[src/rtl/pe_feeder_pkg.sv]
// ---------------------------------------------------------------------------
// pe_feeder_pkg
// Shared constants for the PE input feeder: FSM state encoding, the position
// of the row flags above the packed data lanes, and the skid buffer depth.
// ---------------------------------------------------------------------------
package pe_feeder_pkg;

  // Plain 2-bit state constants keep the encoding stable for older tooling
  typedef logic [1:0] state_t;
  localparam state_t IDLE  = 2'd0;
  localparam state_t LOAD  = 2'd1;
  localparam state_t DRAIN = 2'd2;
  localparam state_t DONE  = 2'd3;

  // Flag offsets, counted from the first bit above the data lanes
  localparam int EOR_BIT = 0;
  localparam int SOR_BIT = 1;

  // Words a stream may hold between its memory and the PE FIFO
  localparam int SKID_DEPTH = 2;

endpackage

[src/rtl/pe_input_feeder_if.sv]
// ---------------------------------------------------------------------------
// pe_input_feeder_if
// Push-side bus between the feeder and the PE input FIFOs.
//   ready_ifm / ready_fil     : FIFO can accept a word this cycle
//   w_en_ifm / w_en_fil       : push strobe
//   data_in_ifm               : packed lanes + end-of-row + start-of-row
//   data_in_fil               : packed filter lanes
// master = feeder, slave = PE.
// ---------------------------------------------------------------------------
interface pe_input_feeder_if
  import pe_feeder_pkg::*;
#(
  parameter int DATA_WIDTH = 8,
  parameter int PAR_WRITE  = 2
);
  localparam int WW = DATA_WIDTH * PAR_WRITE;

  logic          ready_ifm;
  logic          w_en_ifm;
  logic [WW+1:0] data_in_ifm;
  logic          ready_fil;
  logic          w_en_fil;
  logic [WW-1:0] data_in_fil;

  modport master (
    input  ready_ifm, ready_fil,
    output w_en_ifm, data_in_ifm, w_en_fil, data_in_fil
  );

  modport slave (
    output ready_ifm, ready_fil,
    input  w_en_ifm, data_in_ifm, w_en_fil, data_in_fil
  );
endinterface

[src/rtl/pe_input_feeder_stream.sv]
// ---------------------------------------------------------------------------
// feeder_stream
// One memory-to-FIFO stream: walks row_len x num_rows addresses from base,
// keeps at most SKID_DEPTH words buffered or in flight, and pushes the skid
// head whenever the consumer is ready. With FLAGS set each word carries
// start-of-row / end-of-row bits above the data.
//   load       : latch base/lengths, clear counters (accepted start)
//   active     : reads may be issued (FSM in LOAD)
//   mem_*      : 1-cycle-latency read port
//   ready/w_en/push_data : consumer handshake
//   issued_all : every read of the job has been issued
//   idle       : nothing buffered and nothing in flight
// ---------------------------------------------------------------------------
module feeder_stream
  import pe_feeder_pkg::*;
#(
  parameter int   DW    = 16,
  parameter int   AW    = 10,
  parameter int   LEN_W = 8,
  parameter bit   FLAGS = 1'b1,
  localparam int  OW    = FLAGS ? DW + 2 : DW
) (
  input  logic             clk,
  input  logic             rst,
  input  logic             load,
  input  logic             active,
  input  logic [AW-1:0]    base,
  input  logic [LEN_W-1:0] row_len,
  input  logic [LEN_W-1:0] num_rows,
  output logic             mem_ren,
  output logic [AW-1:0]    mem_addr,
  input  logic [DW-1:0]    mem_rdata,
  input  logic             ready,
  output logic             w_en,
  output logic [OW-1:0]    push_data,
  output logic             issued_all,
  output logic             idle
);

  logic [LEN_W-1:0] row_len_q, num_rows_q, col, row;
  logic [AW-1:0]    addr;
  logic             issued_all_q, in_flight, issue, pop;
  logic [OW-1:0]    skid [SKID_DEPTH];
  logic [OW-1:0]    entry;
  logic             rd_ptr, wr_ptr;
  logic [1:0]       count;
  logic [2:0]       occ_after_pop;

  // A word leaving this cycle frees its slot immediately, which is what lets
  // the stream sustain one word per cycle with only two slots.
  assign pop           = (count != 2'd0) && ready;
  assign occ_after_pop = {1'b0, count} + {2'b0, in_flight} - {2'b0, pop};
  assign issue         = active && !issued_all_q && (occ_after_pop < 3'(SKID_DEPTH));

  assign mem_ren    = issue;
  assign mem_addr   = addr;
  assign w_en       = pop;
  assign push_data  = (count != 2'd0) ? skid[rd_ptr] : '0;
  assign issued_all = issued_all_q;
  assign idle       = (count == 2'd0) && !in_flight;

  // Row/column walk; the address just increments since rows are contiguous
  always_ff @(posedge clk) begin
    if (rst) begin
      addr         <= '0;
      col          <= '0;
      row          <= '0;
      row_len_q    <= '0;
      num_rows_q   <= '0;
      issued_all_q <= 1'b0;
    end else if (load) begin
      addr         <= base;
      col          <= '0;
      row          <= '0;
      row_len_q    <= row_len;
      num_rows_q   <= num_rows;
      issued_all_q <= (row_len == '0) || (num_rows == '0);
    end else if (issue) begin
      addr <= addr + 1'b1;
      if (col == row_len_q - 1'b1) begin
        col <= '0;
        row <= row + 1'b1;
        if (row == num_rows_q - 1'b1) issued_all_q <= 1'b1;
      end else begin
        col <= col + 1'b1;
      end
    end
  end

  // Clearing in_flight on reset is what drops data returning after an abort
  always_ff @(posedge clk) begin
    if (rst) in_flight <= 1'b0;
    else     in_flight <= issue;
  end

  // Flags are decided at issue time and travel with the read
  generate
    if (FLAGS) begin : g_flags
      logic sor_q, eor_q;
      always_ff @(posedge clk) begin
        if (rst) begin
          sor_q <= 1'b0;
          eor_q <= 1'b0;
        end else if (issue) begin
          sor_q <= (col == '0);
          eor_q <= (col == row_len_q - 1'b1);
        end
      end
      always_comb begin
        entry              = '0;
        entry[DW-1:0]      = mem_rdata;
        entry[DW+EOR_BIT]  = eor_q;
        entry[DW+SOR_BIT]  = sor_q;
      end
    end else begin : g_noflags
      assign entry = mem_rdata;
    end
  endgenerate

  // Skid pointers and occupancy
  always_ff @(posedge clk) begin
    if (rst) begin
      rd_ptr <= 1'b0;
      wr_ptr <= 1'b0;
      count  <= 2'd0;
    end else begin
      if (in_flight) wr_ptr <= ~wr_ptr;
      if (pop)       rd_ptr <= ~rd_ptr;
      count <= count + {1'b0, in_flight} - {1'b0, pop};
    end
  end

  // Skid storage needs no reset; it is only read while occupied
  always_ff @(posedge clk) begin
    if (in_flight) skid[wr_ptr] <= entry;
  end

endmodule

[src/rtl/pe_input_feeder.sv]
// ---------------------------------------------------------------------------
// pe_input_feeder
// Fetches ifmap and filter words from two read memories and pushes them into
// the PE input FIFOs. Both streams run concurrently; done pulses once both
// have issued every read and fully drained.
//   clk, rst          : clock, synchronous active-high reset
//   start             : job request, only taken in IDLE
//   ifm_base/fil_base : first word addresses
//   row_len/num_rows  : ifmap job shape;  fil_len : filter word count
//   mem_ifm_*/mem_fil_* : read ports, data one cycle after ren
//   pe                : push bus to the PE FIFOs (master side)
//   busy              : job accepted and not yet complete
//   done              : one-cycle completion pulse
// ---------------------------------------------------------------------------
module pe_input_feeder
  import pe_feeder_pkg::*;
#(
  parameter int DATA_WIDTH = 8,
  parameter int PAR_WRITE  = 2,
  parameter int IFM_MEM_AW = 10,
  parameter int FIL_MEM_AW = 8,
  parameter int LEN_W      = 8
) (
  input  logic                             clk,
  input  logic                             rst,
  input  logic                             start,
  input  logic [IFM_MEM_AW-1:0]            ifm_base,
  input  logic [FIL_MEM_AW-1:0]            fil_base,
  input  logic [LEN_W-1:0]                 row_len,
  input  logic [LEN_W-1:0]                 num_rows,
  input  logic [LEN_W-1:0]                 fil_len,
  output logic                             mem_ifm_ren,
  output logic [IFM_MEM_AW-1:0]            mem_ifm_addr,
  input  logic [DATA_WIDTH*PAR_WRITE-1:0]  mem_ifm_rdata,
  output logic                             mem_fil_ren,
  output logic [FIL_MEM_AW-1:0]            mem_fil_addr,
  input  logic [DATA_WIDTH*PAR_WRITE-1:0]  mem_fil_rdata,
  pe_input_feeder_if.master                pe,
  output logic                             busy,
  output logic                             done
);

  localparam int WW = DATA_WIDTH * PAR_WRITE;

  state_t state, state_nx;
  logic   start_ok, active;
  logic   ifm_issued_all, fil_issued_all, ifm_idle, fil_idle;

  assign start_ok = (state == IDLE) && start;
  assign active   = (state == LOAD);
  assign busy     = (state == LOAD) || (state == DRAIN);
  assign done     = (state == DONE);

  // Job sequencing: issue reads, wait for both skids to empty, pulse done
  always_comb begin
    state_nx = state;
    case (state)
      IDLE:    if (start) state_nx = LOAD;
      LOAD:    if (ifm_issued_all && fil_issued_all) state_nx = DRAIN;
      DRAIN:   if (ifm_idle && fil_idle) state_nx = DONE;
      default: state_nx = IDLE;
    endcase
  end

  always_ff @(posedge clk) begin
    if (rst) state <= IDLE;
    else     state <= state_nx;
  end

  feeder_stream #(
    .DW(WW), .AW(IFM_MEM_AW), .LEN_W(LEN_W), .FLAGS(1'b1)
  ) u_ifm (
    .clk(clk), .rst(rst), .load(start_ok), .active(active),
    .base(ifm_base), .row_len(row_len), .num_rows(num_rows),
    .mem_ren(mem_ifm_ren), .mem_addr(mem_ifm_addr), .mem_rdata(mem_ifm_rdata),
    .ready(pe.ready_ifm), .w_en(pe.w_en_ifm), .push_data(pe.data_in_ifm),
    .issued_all(ifm_issued_all), .idle(ifm_idle)
  );

  // The filter is a single "row" of fil_len words with no flags
  feeder_stream #(
    .DW(WW), .AW(FIL_MEM_AW), .LEN_W(LEN_W), .FLAGS(1'b0)
  ) u_fil (
    .clk(clk), .rst(rst), .load(start_ok), .active(active),
    .base(fil_base), .row_len(fil_len), .num_rows(LEN_W'(1)),
    .mem_ren(mem_fil_ren), .mem_addr(mem_fil_addr), .mem_rdata(mem_fil_rdata),
    .ready(pe.ready_fil), .w_en(pe.w_en_fil), .push_data(pe.data_in_fil),
    .issued_all(fil_issued_all), .idle(fil_idle)
  );

endmodule

[src/flat_wrapper.sv]
// flat-port wrapper written by rule: the top's interface ports become plain ports
module pe_input_feeder_flat import pe_feeder_pkg::*;
#(
  parameter int DATA_WIDTH = 8,
  parameter int PAR_WRITE  = 2,
  parameter int IFM_MEM_AW = 10,
  parameter int FIL_MEM_AW = 8,
  parameter int LEN_W      = 8
)
  (clk, rst, start, ifm_base, fil_base, row_len, num_rows, fil_len, mem_ifm_ren, mem_ifm_addr, mem_ifm_rdata, mem_fil_ren, mem_fil_addr, mem_fil_rdata, busy, done, pe_ready_ifm, pe_ready_fil, pe_w_en_ifm, pe_data_in_ifm, pe_w_en_fil, pe_data_in_fil);
  pe_input_feeder_if #(.DATA_WIDTH(DATA_WIDTH), .PAR_WRITE(PAR_WRITE)) pe_i ();
  input  logic clk;
  input  logic rst;
  input  logic start;
  input  logic [IFM_MEM_AW-1:0] ifm_base;
  input  logic [FIL_MEM_AW-1:0] fil_base;
  input  logic [LEN_W-1:0] row_len;
  input  logic [LEN_W-1:0] num_rows;
  input  logic [LEN_W-1:0] fil_len;
  output logic mem_ifm_ren;
  output logic [IFM_MEM_AW-1:0] mem_ifm_addr;
  input  logic [DATA_WIDTH*PAR_WRITE-1:0] mem_ifm_rdata;
  output logic mem_fil_ren;
  output logic [FIL_MEM_AW-1:0] mem_fil_addr;
  input  logic [DATA_WIDTH*PAR_WRITE-1:0] mem_fil_rdata;
  output logic busy;
  output logic done;
  input wire logic [$bits(pe_i.ready_ifm)-1:0] pe_ready_ifm;
  input wire logic [$bits(pe_i.ready_fil)-1:0] pe_ready_fil;
  output wire logic [$bits(pe_i.w_en_ifm)-1:0] pe_w_en_ifm;
  output wire logic [$bits(pe_i.data_in_ifm)-1:0] pe_data_in_ifm;
  output wire logic [$bits(pe_i.w_en_fil)-1:0] pe_w_en_fil;
  output wire logic [$bits(pe_i.data_in_fil)-1:0] pe_data_in_fil;
  assign pe_i.ready_ifm = pe_ready_ifm;
  assign pe_i.ready_fil = pe_ready_fil;
  assign pe_w_en_ifm = pe_i.w_en_ifm;
  assign pe_data_in_ifm = pe_i.data_in_ifm;
  assign pe_w_en_fil = pe_i.w_en_fil;
  assign pe_data_in_fil = pe_i.data_in_fil;
  pe_input_feeder #(.DATA_WIDTH(DATA_WIDTH), .PAR_WRITE(PAR_WRITE), .IFM_MEM_AW(IFM_MEM_AW), .FIL_MEM_AW(FIL_MEM_AW), .LEN_W(LEN_W)) u_core (.clk(clk), .rst(rst), .start(start), .ifm_base(ifm_base), .fil_base(fil_base), .row_len(row_len), .num_rows(num_rows), .fil_len(fil_len), .mem_ifm_ren(mem_ifm_ren), .mem_ifm_addr(mem_ifm_addr), .mem_ifm_rdata(mem_ifm_rdata), .mem_fil_ren(mem_fil_ren), .mem_fil_addr(mem_fil_addr), .mem_fil_rdata(mem_fil_rdata), .pe(pe_i), .busy(busy), .done(done));
endmodule
[config.mk]
export PLATFORM = sky130hd
export DESIGN_NAME = pe_input_feeder_flat
export DESIGN_NICKNAME = d
export VERILOG_FILES = /design/src/rtl/pe_feeder_pkg.sv /design/src/rtl/pe_input_feeder_if.sv /design/src/rtl/pe_input_feeder_stream.sv /design/src/rtl/pe_input_feeder.sv /design/src/flat_wrapper.sv
export SDC_FILE = /design/constraint.sdc
export NUM_CORES = 1
export LEC_CHECK = 0
export BUFFER_PORTS_ARGS = -buffer_cell sky130_fd_sc_hd__buf_2
export CORE_ASPECT_RATIO = 1.1
export CORE_MARGIN = 4
export CORE_UTILIZATION = 34
export DETAILED_ROUTE_END_ITERATION = 8
export PLACE_DENSITY_LB_ADDON = 0.05
export SYNTH_ARGS = -nofsm -noshare
export SYNTH_HDL_FRONTEND = slang
export SYNTH_SLANG_ARGS = --single-unit
[constraint.sdc]
create_clock -name clk -period 3.8 [get_ports clk]
set_input_delay 0.38 -clock clk [delete_from_list [all_inputs] [get_ports clk]]
set_output_delay 0.38 -clock clk [all_outputs]
set_load 0.02 [all_outputs]
==> results.json <==
{
  "status": "complete, no violations",
  "ir_drop_mv": 0.3069,
  "drive_gt1_share_pct": 21.43,
  "seq_area_frac_synth_pct": 52.38,
  "cts_sinks": 161,
  "core_um2": 21440,
  "critical_path_class": "register to register",
  "startpoint_type": "register",
  "antenna_found_initial": 1,
  "tns_ns": 0,
  "slew_viol_final": 0,
  "cp_slowest_stage_delay_ns": 0.54,
  "dp.cells": 1140,
  "syn_to_final_growth_pct": 21.49,
  "track_usage_pct": 14.35,
  "synth.largest_area_cell": "edfxtp_1",
  "syn-cell-area_um2": 7453,
  "die_area_um2": 24360,
  "skew_ns": 0.01351,
  "clk_pin_slew_ns": 0.07,
  "dieWidth_um": 149.2,
  "io_buffers": 136,
  "hold_viol": 0,
  "grt_pass1_vias": 5721,
  "drc": 0,
  "layout_min_cycle_time_ns": 3.579,
  "multi_input_area_um2": 3322,
  "end_kind": "register",
  "drtPass1Iterations": 4,
  "die_h_um": 163.3,
  "setup_viol": 0,
  "synth_enable_flop_cells": 68,
  "max_clock_freq_mhz": 279.4,
  "regArea_um2": 3904,
  "syn_inst": 739,
  "syn_avg_cell_area_um2": 10.09,
  "mostFrequentLayoutCells": "136 x buf_2, 93 x nor2_1, 93 x dfxtp_1",
  "synth.net_count": 838,
  "synth_largest_type_area_fraction_pct": 27.40,
  "cts-htree-levels": 4,
  "cts-resized-gates": 0,
  "num_vias": 5848,
  "final_common_cell": "buf_2",
  "postRouteAntennaNets": 0,
  "clockBufferDepth": 2,
  "drt_iter0_drc": 250,
  "pin_count": 137,
  "ys_ff_latch": 161,
  "drv_cap": 0,
  "grt_max_degree": 62,
  "slew_headroom_pct": 28.26,
  "worst_pin_slew_ns": 1.075,
  "cts_root_buf": "clkbuf_16",
  "worstPathCellList": "nor2_1, nor2b_1, ha_1, inv_1, ha_1, fa_1, or3b_2, nor2_1, nand4_1, a221o_1, or4_1, a21oi_1",
  "stdcell_count": 1172,
  "rsz0062_at_grt": "no",
  "synthTopCellsByArea": "edfxtp_1 27%, dfxtp_1 25%, mux2i_1 5.6%",
  "p_per_area_nw_per_um2": 682.7,
  "antenna-diode-count": 0,
  "synthArstFlopShare_pct": 0,
  "grt_pass1_wl_um": 28280,
  "num-fill-cells": 2160,
  "synth_cell_types": 48,
  "fin_nets": 968,
  "crit_slowest_cell": "or4_1",
  "initial_utilization_pct": 34.76,
  "wl_per_cell_um": 14.96,
  "yosys_most_used_dff": "dfxtp_1",
  "worstHoldPathType": "primary input to register",
  "dp_hpwl_um": 12640,
  "cp_max_fo": 15,
  "post-route-period-util_pct": 94.18,
  "drt-total-wl_um": 17530,
  "overflow": 0,
  "power_leakage_uw": 0.003395,
  "yosysWarnings": 0,
  "rows": 56,
  "clock_latency_ns": 0.42,
  "gp_congestion": 0.8032,
  "post_cts_buffers": 0,
  "whs_ns": 0.1526,
  "arrival_ns": 3.91,
  "via_per_inst": 4.990,
  "cts_hold_buffers": 0,
  "numCtsBuffers": 17,
  "required_ns": 4.13,
  "tritoncts": "done"
}
[metrics by stage]
step / util (%) / total power (uW) / worst slack (ns) / area [um2]
finish: 42.23 / 6182 / 0.2211 / 9055
global route: 42.23 / 6605 / 0.04362 / 9055
CTS: 42.23 / 6288 / 0.1883 / 9055
detailed placement: 39.44 / 4553 / 0.1524 / 8457
global placement: 39.44 / 4514 / 0.2340 / 8457
floorplan: - / 3840 / 0.1553 / 7453
[cell type report]
type,count,area share [%]
timing repair buffer,149,8.595
tap,290,4.007
inverter,24,0.9949
clock buffer,17,4.698
clock inverter,15,1.907
sequential,161,43.11
multi-input combinational,516,36.69
[sequential cells by signal (all words and copies together) (netlist names), 2 cells and up, named ones only]
| register | cells |
|---|---|
| u_core.u_fil.count | 2 |
| u_core.state | 2 |
| u_core.u_fil.col | 8 |
| u_core.u_fil.row | 8 |
| u_core.u_ifm.mem_addr | 10 |
| u_core.u_fil.row_len_q | 8 |
| u_core.u_fil.mem_addr | 8 |
| u_core.u_ifm.num_rows_q | 8 |
| u_core.u_fil.skid | 32 |
| u_core.u_ifm.count | 2 |
| u_core.u_ifm.col | 8 |
| u_core.u_ifm.row_len_q | 8 |
| u_core.u_ifm.row | 8 |
| u_core.u_ifm.skid | 36 |
[power by group]
| part | switching, uW | total [uW] | internal (uW) |
|---|---|---|---|
| Sequential | 285 | 2370 | 2080 |
| Clock | 772 | 1710 | 938 |
| Combinational | 1280 | 2100 | 820 |
| Total | 2340 | 6180 | 3840 |
[worst max-delay path, delay by kind of cell (launching register included)]
family / cells / cell delay [ns]
AO/OA/AOI/OAI: 2 / 0.61
flip-flops: 1 / 0.33
AND/OR/NAND/NOR: 6 / 1.61
adder cells (fa/ha/maj): 3 / 0.92
buffers and inverters: 1 / 0.04
[cell families after synthesis]
family / Yosys count / share of synthesized area, %
buffers and inverters: 62 / 3.122
adders and majority gates: 20 / 3.559
and+or+nand+nor: 287 / 18.43
muxes: 42 / 5.640
DFF: 161 / 52.38
AOI/OAI and AO/OA: 103 / 9.350
xor gates and xnor gates: 64 / 7.521
[Yosys cell counts (7+ instances only)]
library cell  instances
nor4_1               13
xnor2_1              32
nand4_1              18
a211oi_1             18
mux2i_1              42
a21oi_1              44
xor2_1               32
ha_1                 18
nor3_1               20
buf_1                 7
inv_1                24
edfxtp_1             68
nor2_1               93
clkbuf_1             31
or4_1                 8
o31ai_1               9
or3_1                 8
nand2_1              78
dfxtp_1              93
nor2b_1              10
o21ai_0               7
nand3_1              14
[per-layer routing]
layer	vias to the layer above	wire (um)	global-route usage [%]
li1	2902	-	-
met1	2772	7799	17.68
met2	152	8561	25.03
met3	20	883	3.080
met4	2	276	4.619
met5	-	12	0
[worst paths after layout]
check        slack, ns                                     from  depth (start not counted)                            endpoint
max               0.22         u_core.u_fil.count[1]$_SDFF_PP0_                         12    u_core.u_fil.row[7]$_SDFFE_PP0P_
min               0.15                        mem_ifm_rdata[13]                          1  u_core.u_ifm.skid[1][13]$_DFFE_PP_
max reg2reg       0.22         u_core.u_fil.count[1]$_SDFF_PP0_                         12    u_core.u_fil.row[7]$_SDFFE_PP0P_
min reg2reg       0.48  u_core.u_ifm.g_flags.eor_q$_SDFFE_PP0P_                          0  u_core.u_ifm.skid[1][16]$_DFFE_PP_
(Power assumes the default switching activity.)
